<file path="src/rtl/cpu_pkg.sv">
// Shared CPU definitions used by the fetch stage and the control decoder.
// The pc_source codes here are the contract between decoder and fetch.
package cpu_pkg;

   localparam logic [2:0] PCS_SEQ  = 3'b000;
   localparam logic [2:0] PCS_BEQ  = 3'b001;
   localparam logic [2:0] PCS_BNE  = 3'b010;
   localparam logic [2:0] PCS_BLT  = 3'b011;
   localparam logic [2:0] PCS_BGE  = 3'b100;
   localparam logic [2:0] PCS_JAL  = 3'b101;
   localparam logic [2:0] PCS_JALR = 3'b110;

   // addi x0,x0,0 : what decode sees whenever no real instruction is held
   localparam logic [31:0] NOP_INSTR = 32'h0000_0013;

   typedef enum logic [1:0] {
      FETCH_REQ,
      FETCH_WAIT,
      FETCH_EXEC,
      FETCH_TRAP
   } fetch_state_t;

endpackage

</file>
<file path="src/rtl/next_pc_sel.sv">
// Next-PC selection: turns the decoder's pc_source code and the ALU flags
// into the address of the next instruction, and flags targets that are not
// word aligned. Purely combinational.
module next_pc_sel
   import cpu_pkg::*;
(
   input  logic [31:0] i_pc,
   input  logic [31:0] i_imm,
   input  logic [31:0] i_jalrTarget,
   input  logic [2:0]  i_pcSource,
   input  logic        i_aluZero,
   input  logic        i_aluLastBit,
   output logic [31:0] o_nextPc,
   output logic        o_misaligned
);

   logic [31:0] w_seqPc;
   logic [31:0] w_relPc;
   logic [31:0] w_nextPc;

   assign w_seqPc = i_pc + 32'd4;
   assign w_relPc = i_pc + i_imm;

   // Branches pick between the relative target and fall-through; JALR drops bit 0
   always_comb begin
      w_nextPc = w_seqPc;
      case (i_pcSource)
         PCS_SEQ:  w_nextPc = w_seqPc;
         PCS_BEQ:  w_nextPc = i_aluZero     ? w_relPc : w_seqPc;
         PCS_BNE:  w_nextPc = !i_aluZero    ? w_relPc : w_seqPc;
         PCS_BLT:  w_nextPc = i_aluLastBit  ? w_relPc : w_seqPc;
         PCS_BGE:  w_nextPc = !i_aluLastBit ? w_relPc : w_seqPc;
         PCS_JAL:  w_nextPc = w_relPc;
         PCS_JALR: w_nextPc = i_jalrTarget & ~32'h1;
         default:  w_nextPc = w_seqPc;
      endcase
   end

   assign o_nextPc     = w_nextPc;
   assign o_misaligned = (w_nextPc[1:0] != 2'b00);

endmodule

</file>
<file path="src/rtl/fetch_unit.sv">
// Instruction fetch stage: owns the PC, requests words from instruction
// memory, holds the current instruction for decode and advances the PC when
// the core retires. A misaligned target parks the stage in TRAP until reset.
module fetch_unit #(
   parameter logic [31:0] RESET_PC  = 32'h0000_0000,
   parameter logic [31:0] NOP_INSTR = cpu_pkg::NOP_INSTR
) (
   input  logic        clk,
   input  logic        rst,
   output logic        imem_req_valid,
   input  logic        imem_req_ready,
   output logic [31:0] imem_addr,
   input  logic        imem_rsp_valid,
   input  logic [31:0] imem_rsp_data,
   output logic [31:0] instr,
   output logic        instr_valid,
   output logic [31:0] pc,
   output logic [31:0] pc_plus4,
   input  logic        retire,
   input  logic [2:0]  pc_source,
   input  logic [31:0] imm,
   input  logic        alu_zero,
   input  logic        alu_last_bit,
   input  logic [31:0] jalr_target,
   output logic        fetch_trap,
   output logic [31:0] instret
);

   import cpu_pkg::*;

   fetch_state_t r_state;
   logic [31:0]  r_pc;
   logic [31:0]  r_instr;
   logic         r_instrValid;
   logic         r_fetchTrap;
   logic [31:0]  r_instret;
   logic         r_reqValid;

   logic [31:0]  w_nextPc;
   logic         w_misaligned;

   next_pc_sel u_nextPcSel (
      .i_pc         (r_pc),
      .i_imm        (imm),
      .i_jalrTarget (jalr_target),
      .i_pcSource   (pc_source),
      .i_aluZero    (alu_zero),
      .i_aluLastBit (alu_last_bit),
      .o_nextPc     (w_nextPc),
      .o_misaligned (w_misaligned)
   );

   // Fetch sequencer: request, wait for the word, execute until retire, or trap
   always_ff @(posedge clk) begin
      if (rst) begin
         r_state      <= FETCH_REQ;
         r_pc         <= RESET_PC;
         r_instr      <= NOP_INSTR;
         r_instrValid <= 1'b0;
         r_fetchTrap  <= 1'b0;
         r_instret    <= 32'd0;
         r_reqValid   <= 1'b0;
      end else begin
         case (r_state)
            FETCH_REQ: begin
               if (!r_reqValid) begin
                  r_reqValid <= 1'b1;
               end else if (imem_req_ready) begin
                  r_reqValid <= 1'b0;
                  r_state    <= FETCH_WAIT;
               end
            end
            FETCH_WAIT: begin
               if (imem_rsp_valid) begin
                  r_instr      <= imem_rsp_data;
                  r_instrValid <= 1'b1;
                  r_state      <= FETCH_EXEC;
               end
            end
            FETCH_EXEC: begin
               if (retire) begin
                  r_instret    <= r_instret + 32'd1;
                  r_instr      <= NOP_INSTR;
                  r_instrValid <= 1'b0;
                  if (w_misaligned) begin
                     r_fetchTrap <= 1'b1;
                     r_state     <= FETCH_TRAP;
                  end else begin
                     r_pc       <= w_nextPc;
                     r_reqValid <= 1'b1;
                     r_state    <= FETCH_REQ;
                  end
               end
            end
            FETCH_TRAP: begin
               r_reqValid   <= 1'b0;
               r_instrValid <= 1'b0;
               r_instr      <= NOP_INSTR;
            end
            default: begin
               r_state <= FETCH_TRAP;
            end
         endcase
      end
   end

   assign imem_req_valid = r_reqValid;
   assign imem_addr      = r_pc;
   assign pc             = r_pc;
   assign pc_plus4       = r_pc + 32'd4;
   assign instr          = r_instr;
   assign instr_valid    = r_instrValid;
   assign fetch_trap     = r_fetchTrap;
   assign instret        = r_instret;

endmodule

</file>
<file path="config.mk">
export PLATFORM = sky130hd
export DESIGN_NAME = fetch_unit
export DESIGN_NICKNAME = d
export VERILOG_FILES = /design/src/rtl/cpu_pkg.sv /design/src/rtl/next_pc_sel.sv /design/src/rtl/fetch_unit.sv
export SDC_FILE = /design/constraint.sdc
export NUM_CORES = 1
export LEC_CHECK = 0
export ABC_AREA = 0
export CAP_MARGIN = 40
export CORE_MARGIN = 4
export CORE_UTILIZATION = 55
export DETAILED_ROUTE_END_ITERATION = 10
export DONT_BUFFER_PORTS = 1
export HOLD_SLACK_MARGIN = 0.08
export PLACE_DENSITY = 0.7
export SKIP_CTS_REPAIR_TIMING = 1
export SYNTH_ARGS = -nofsm -noshare
export SYNTH_HDL_FRONTEND = slang
export SYNTH_HIERARCHICAL = 1
export SYNTH_SLANG_ARGS = --single-unit
</file>
<file path="constraint.sdc">
create_clock -name clk -period 5.73 [get_ports clk]
set_clock_uncertainty 0.2 [all_clocks]
set_input_delay 0.8595 -clock clk [delete_from_list [all_inputs] [get_ports clk]]
set_output_delay 0.8595 -clock clk [all_outputs]
set_load 0.01 [all_outputs]
</file>
# Word level (Yosys, flattened, before mapping)
# Index checks and enable logic that the tools add are counted.
[totals]
latch_bits = 0
mem_bits_rw = 0
inputBits = 106
word_cells = 58
rom_bits = 0
register_bits = 101
memories = 0
[classes]
n_eq_ne = 14
n_lt_le_gt_ge = 0
multipliers = 0
n_div = 0
n_addsub = 3
n_bitwise = 1
n_shift = 0
reduce_logical = 11
muxes = 22
[ops]
columns = ["op", "n"]
rows = [
  ["$mux 32", 6],
  ["$pmux 32 s6", 1],
  ["$pmux 32 s3", 1],
  ["$add 32x1->32 const B", 1],
  ["$add 32x3->32 const B", 1],
  ["$add 32x32->32", 1],
  ["$reduce_and 3->1", 4],
  ["$mux 2", 5],
  ["$ne 2x2->1 const B", 5],
  ["$eq 3x3->1 const B", 3],
  ["$reduce_bool 3->1", 3],
  ["$eq 3x2->1 const B", 2],
  ["$mux 1", 6],
  ["$pmux 1 s3", 2],
  ["$pmux 2 s3", 1],
  ["$reduce_and 5->1", 1],
  ["$eq 2x2->1 const B", 2],
  ["$eq 3x1->1 const B", 1],
  ["$eq 2x1->1 const B", 1],
  ["$logic_not 2->1", 1],
  ["$reduce_and 2->1", 1],
  ["$reduce_bool 2->1", 1],
  ["$not 1->1", 1],
]

# Depth between registers and ports, before layout
[logic_depth]
ltp_word = 7
depth_mapped = 11
mapped_depth_nobuf = 11

# Modules after synthesis
# The synthesis kept the hierarchy.
[modules_own_cells]
columns = ["module", "area_each_um2", "cells_per_inst", "instances"]
rows = [
  ["fetch_unit", 4830.9, 586, 1],
  ["next_pc_sel", 2947.8, 446, 1],
]

# Worst setup path before layout
# No wires, ideal clock.
[synth_path]
path_type = "input to register"
start = "in imm[0]"
end = "reg r_pc[30] (netlist: imem_addr[30])"
stages = 11
setup_ns = 0.132
n_path_buf = 0
path_slack_ns = 2.410
required_time_ns = 5.398
arrival_time_ns = 2.988
path_cell_list = "ha_1 > fa_1 > a21o_1 > a221oi_1 > o2bb2ai_1 > o211ai_1 > a21boi_1 > mux2i_1 > nand2_1 > nand2_1 > a21oi_1"
[synth_between]
word_cells_on_any_way = 9
cone_classes = "add/sub: 1; mux: 5; bitwise: 1; reduce/logical: 2"
[synth_rtl]
columns = ["element", "line_no", "source"]
rows = [
  ["start, declared", "fetch_unit.sv:21", "input logic [31:0] imm,"],
  ["$add 32x32->32 (*)", "next_pc_sel.sv:22", "assign w_relPc = i_pc + i_imm;"],
  ["$mux 32, on equally long branches", "-", ""],
  ["$pmux 32 s6 (*)", "next_pc_sel.sv:27", "case (i_pcSource)"],
  ["via w_nextPc[30]", "fetch_unit.sv:39", "logic [31:0] w_nextPc;"],
  ["end signal, assigned", "fetch_unit.sv:89", "r_pc <= w_nextPc;"],
  ["end, declared", "fetch_unit.sv:32", "logic [31:0] r_pc;"],
]
# The timed path passes the listed nets; every way through them passes the cells marked *.
# A chain may end at the register's enable or synchronous reset.

# Final worst setup path
[layout_path]
start = "reg r_pc[4] (netlist: imem_addr[4])"
end = "reg r_pc[27] (netlist: imem_addr[27])"
[layout_between]
elab_chain_len = 3
word_cells_on_any_way = 7
cone_classes = "add/sub: 2; mux: 5"
[layout_rtl]
columns = ["element", "line_no"]
rows = [
  ["$add 32x32->32 or $add 32x3->32 (tied branches)", "next_pc_sel.sv:22, next_pc_sel.sv:21"],
  ["$mux 32, on equally long branches", "-"],
  ["$pmux 32 s6 (*)", "next_pc_sel.sv:27"],
  ["via w_nextPc[27]", "fetch_unit.sv:39"],
]
# Marks and branches as above.

==> impl_metrics.ini <==
[sta]
setup_viol = 0
hold_viol = 0
fmax_mhz = 264
min_period_ps = 3790
holdWs_ps = 338
tns_ps = 0
grt_setup_unrepaired = no
slew_headroom = 0.369
min_period_over_period = 0.662
tightestPinTransition_ps = 946
slew_viol_final = 0

[layout]
fin_area_sq_mm = 0.00801
nFillCells = 1351
final_common_cell = nand2_1
layout-drive-gt1-share = 0.0481
final_nets = 1121
final_cell_mix = nand2_1, dfxtp_1, a21oi_1, nor2_1, nand3_1
syn_to_final_growth_pct = 2.96
antennaDiodeCount = 0

[synth]
ys_ff_latch = 101
synth_area_sq_mm = 0.00778
synth_edf_count = 0
ys_seq_area_frac = 0.260
avgSynthCellArea_sq_um = 7.54
async_reset_ff_frac = 0
synth_top_flop_cell = dfxtp_1
yosysWarnings = 6
ys_types = 66
synth_cells = 1032
synthesis.nets = 1180

[power]
power_frac_seq = 0.453
pwr-share-clk = 0.353
irDropWorstVdd_uv = 211
leakagePower_nw = 2.87
intPower_mw = 1.27
power_mw = 1.88
power_frac_comb = 0.195
switchingPower_mw = 0.604
swShare = 0.321
p_per_area_mw_per_mm2 = 235

[worst_setup_path]
path_common_cell = a21oi_1
rr_worst_depth = 10
setup.worst_path.start_class = register
path_cells = ha_1, a21o_1, a31oi_1, a21oi_1, nor3_1, a2111oi_0, or3_1, a31o_1, nand2_1, a21oi_1
endpoint_kind = register
cp.arrival_ps = 3820
cp.required_ps = 5760
worst_path_max_delay_cell = dfxtp_1
critPathMaxStageDelay_ps = 790
crit_type = reg2reg
cp_max_fo = 16

[cts]
numCtsBuffers = 9
clkLatencyLatePin_ps = 340
cts.reportedPaths.clkPinSlew_ps = 80
tritoncts = built
cts.sink_count = 101
cts_max_level = 3
ctsLongestPathBuffers = 2
root_buffer = clkbuf_16

[routing]
wl_per_cell_um = 19.7
wl_mm = 22.8
drt-vias-per-instance = 6.50
drtPass1Iterations = 5
ant_nets = 0
route.vias.total = 7522
drc = 0
drtIter0Drc = 502

[floorplan]
num_rows = 43
core-area_sq_mm = 0.0139
dieArea_sq_mm = 0.0161
dieWidth_um = 127
fp.dieH_um = 127
io_pins = 269
initial_core_util = 0.560

[job]
drv_cap = 0

[worst_hold_path]
min_path_cells = 2
min_path_type = reg2reg

[run_status]
status = completed

[global_routing]
antenna_found_initial = 0
gr-usage-all-layers = 0.270
grt_max_degree = 102
grt_pass1_wl_mm = 35.9
grt-ovfl-total = 0
grt_pass1_vias = 6779

[place]
globalplace.congestion = 0.892
portBuffers = 0
dpl.hpwl_mm = 16.7
dpl_cell_area_sq_mm = 0.00768
## synth_stat cells, types with 5 or more instances
cell,n,share of area
o21bai_1,5,0.0048
o21a_1,7,0.0068
nor3_1,16,0.010
dfxtp_1,101,0.26
a31oi_1,6,0.0048
and2_1,6,0.0048
a221o_1,5,0.0064
mux2i_1,6,0.0077
inv_1,21,0.010
xnor2_1,49,0.055
o221ai_1,5,0.0056
a21o_1,11,0.011
nand3b_1,5,0.0048
nand2_1,132,0.064
o31ai_1,15,0.014
a21oi_1,95,0.061
nor4_1,6,0.0048
xor2_1,33,0.037
and3_1,18,0.014
nand3_1,51,0.033
nor2_1,80,0.039
nand4_1,32,0.026
o21ai_0,39,0.025
buf_4,34,0.033
o211ai_1,6,0.0058
and4_1,12,0.014
o22ai_1,5,0.0040
or4_1,16,0.015
or3_1,13,0.010
ha_1,41,0.066
a22oi_1,42,0.041
clkbuf_1,46,0.022
nand2b_1,10,0.0080
## cells by family after synthesis
| family | after synthesis | synth area share |
|---|---|---|
| buf+inv | 107 | 0.0695 |
| flops | 101 | 0.260 |
| fa+ha+maj | 42 | 0.0685 |
| mux | 6 | 0.00772 |
| xor+xnor | 82 | 0.0923 |
| compound gates | 277 | 0.232 |
| simple gates | 417 | 0.270 |
## power by group through the flow
| stage | Combinational (mW) | Clock [mW] | Sequential, mW |
|---|---|---|---|
| 4_1_cts | 0.366 | 0.678 | 0.852 |
| 3_5_place_dp | 0.368 | 0 | 0.866 |
| 3_3_place_gp | 0.349 | 0 | 0.869 |
| 5_1_grt | 0.422 | 0.705 | 0.859 |
| 6_report | 0.366 | 0.662 | 0.851 |
| 2_1_floorplan | 0.304 | 0 | 0.849 |
## per-layer routing
metal | vias to the layer above | wire (um) | track usage
met5 | - | 0 | 0
met3 | 40 | 2280 | 0.0695
met4 | 0 | 493 | 0.0713
li1 | 3634 | - | -
met1 | 3488 | 9680 | 0.365
met2 | 360 | 10400 | 0.428
## critical path: cells and delay by family (launching register included)
| kind | cells | cell delay [ps] |
|---|---|---|
| compound gates | 6 | 1210 |
| simple gates | 3 | 1090 |
| fa+ha+maj | 1 | 400 |
| flops | 1 | 790 |
## area by class of cell
type / count / area [sq um] / share of cell area
Timing Repair Buffer: 16 / 125 / 0.0156
Clock inverter: 7 / 103 / 0.0128
Inverter: 21 / 78.8 / 0.00984
Clock buffer: 9 / 225 / 0.0281
Multi-Input combinational cell: 824 / 5230 / 0.653
Tap cell: 180 / 225 / 0.0281
Sequential cell: 101 / 2020 / 0.252
## per-stage QoR
| step | setup slack, ps | std cells | util |
|---|---|---|---|
| after CTS | 2040 | 1158 | 0.577 |
| after global placement | 1840 | 1138 | 0.551 |
| after global routing | 1670 | 1158 | 0.577 |
| after detailed placement | 1820 | 1142 | 0.553 |
| final | 1940 | 1158 | 0.577 |
| after floorplan | 2410 | 1032 | - |
## registers in the layout, indices dropped and copies added, names as in the netlist
signal and flops:
imem_req_valid 1, fetch_trap 1, instr_valid 1, instret 32
imem_addr 32, instr 32, r_state 2
## final timing paths
check / from / end / slack [ps]
setup / recovery: imem_addr[4] / imem_addr[27] / 1940
hold / removal: r_state[1] / r_state[1] / 340
setup reg to reg: imem_addr[4] / imem_addr[27] / 1940
hold reg to reg: r_state[1] / r_state[1] / 340
Power figures use the tool's default switching activity.
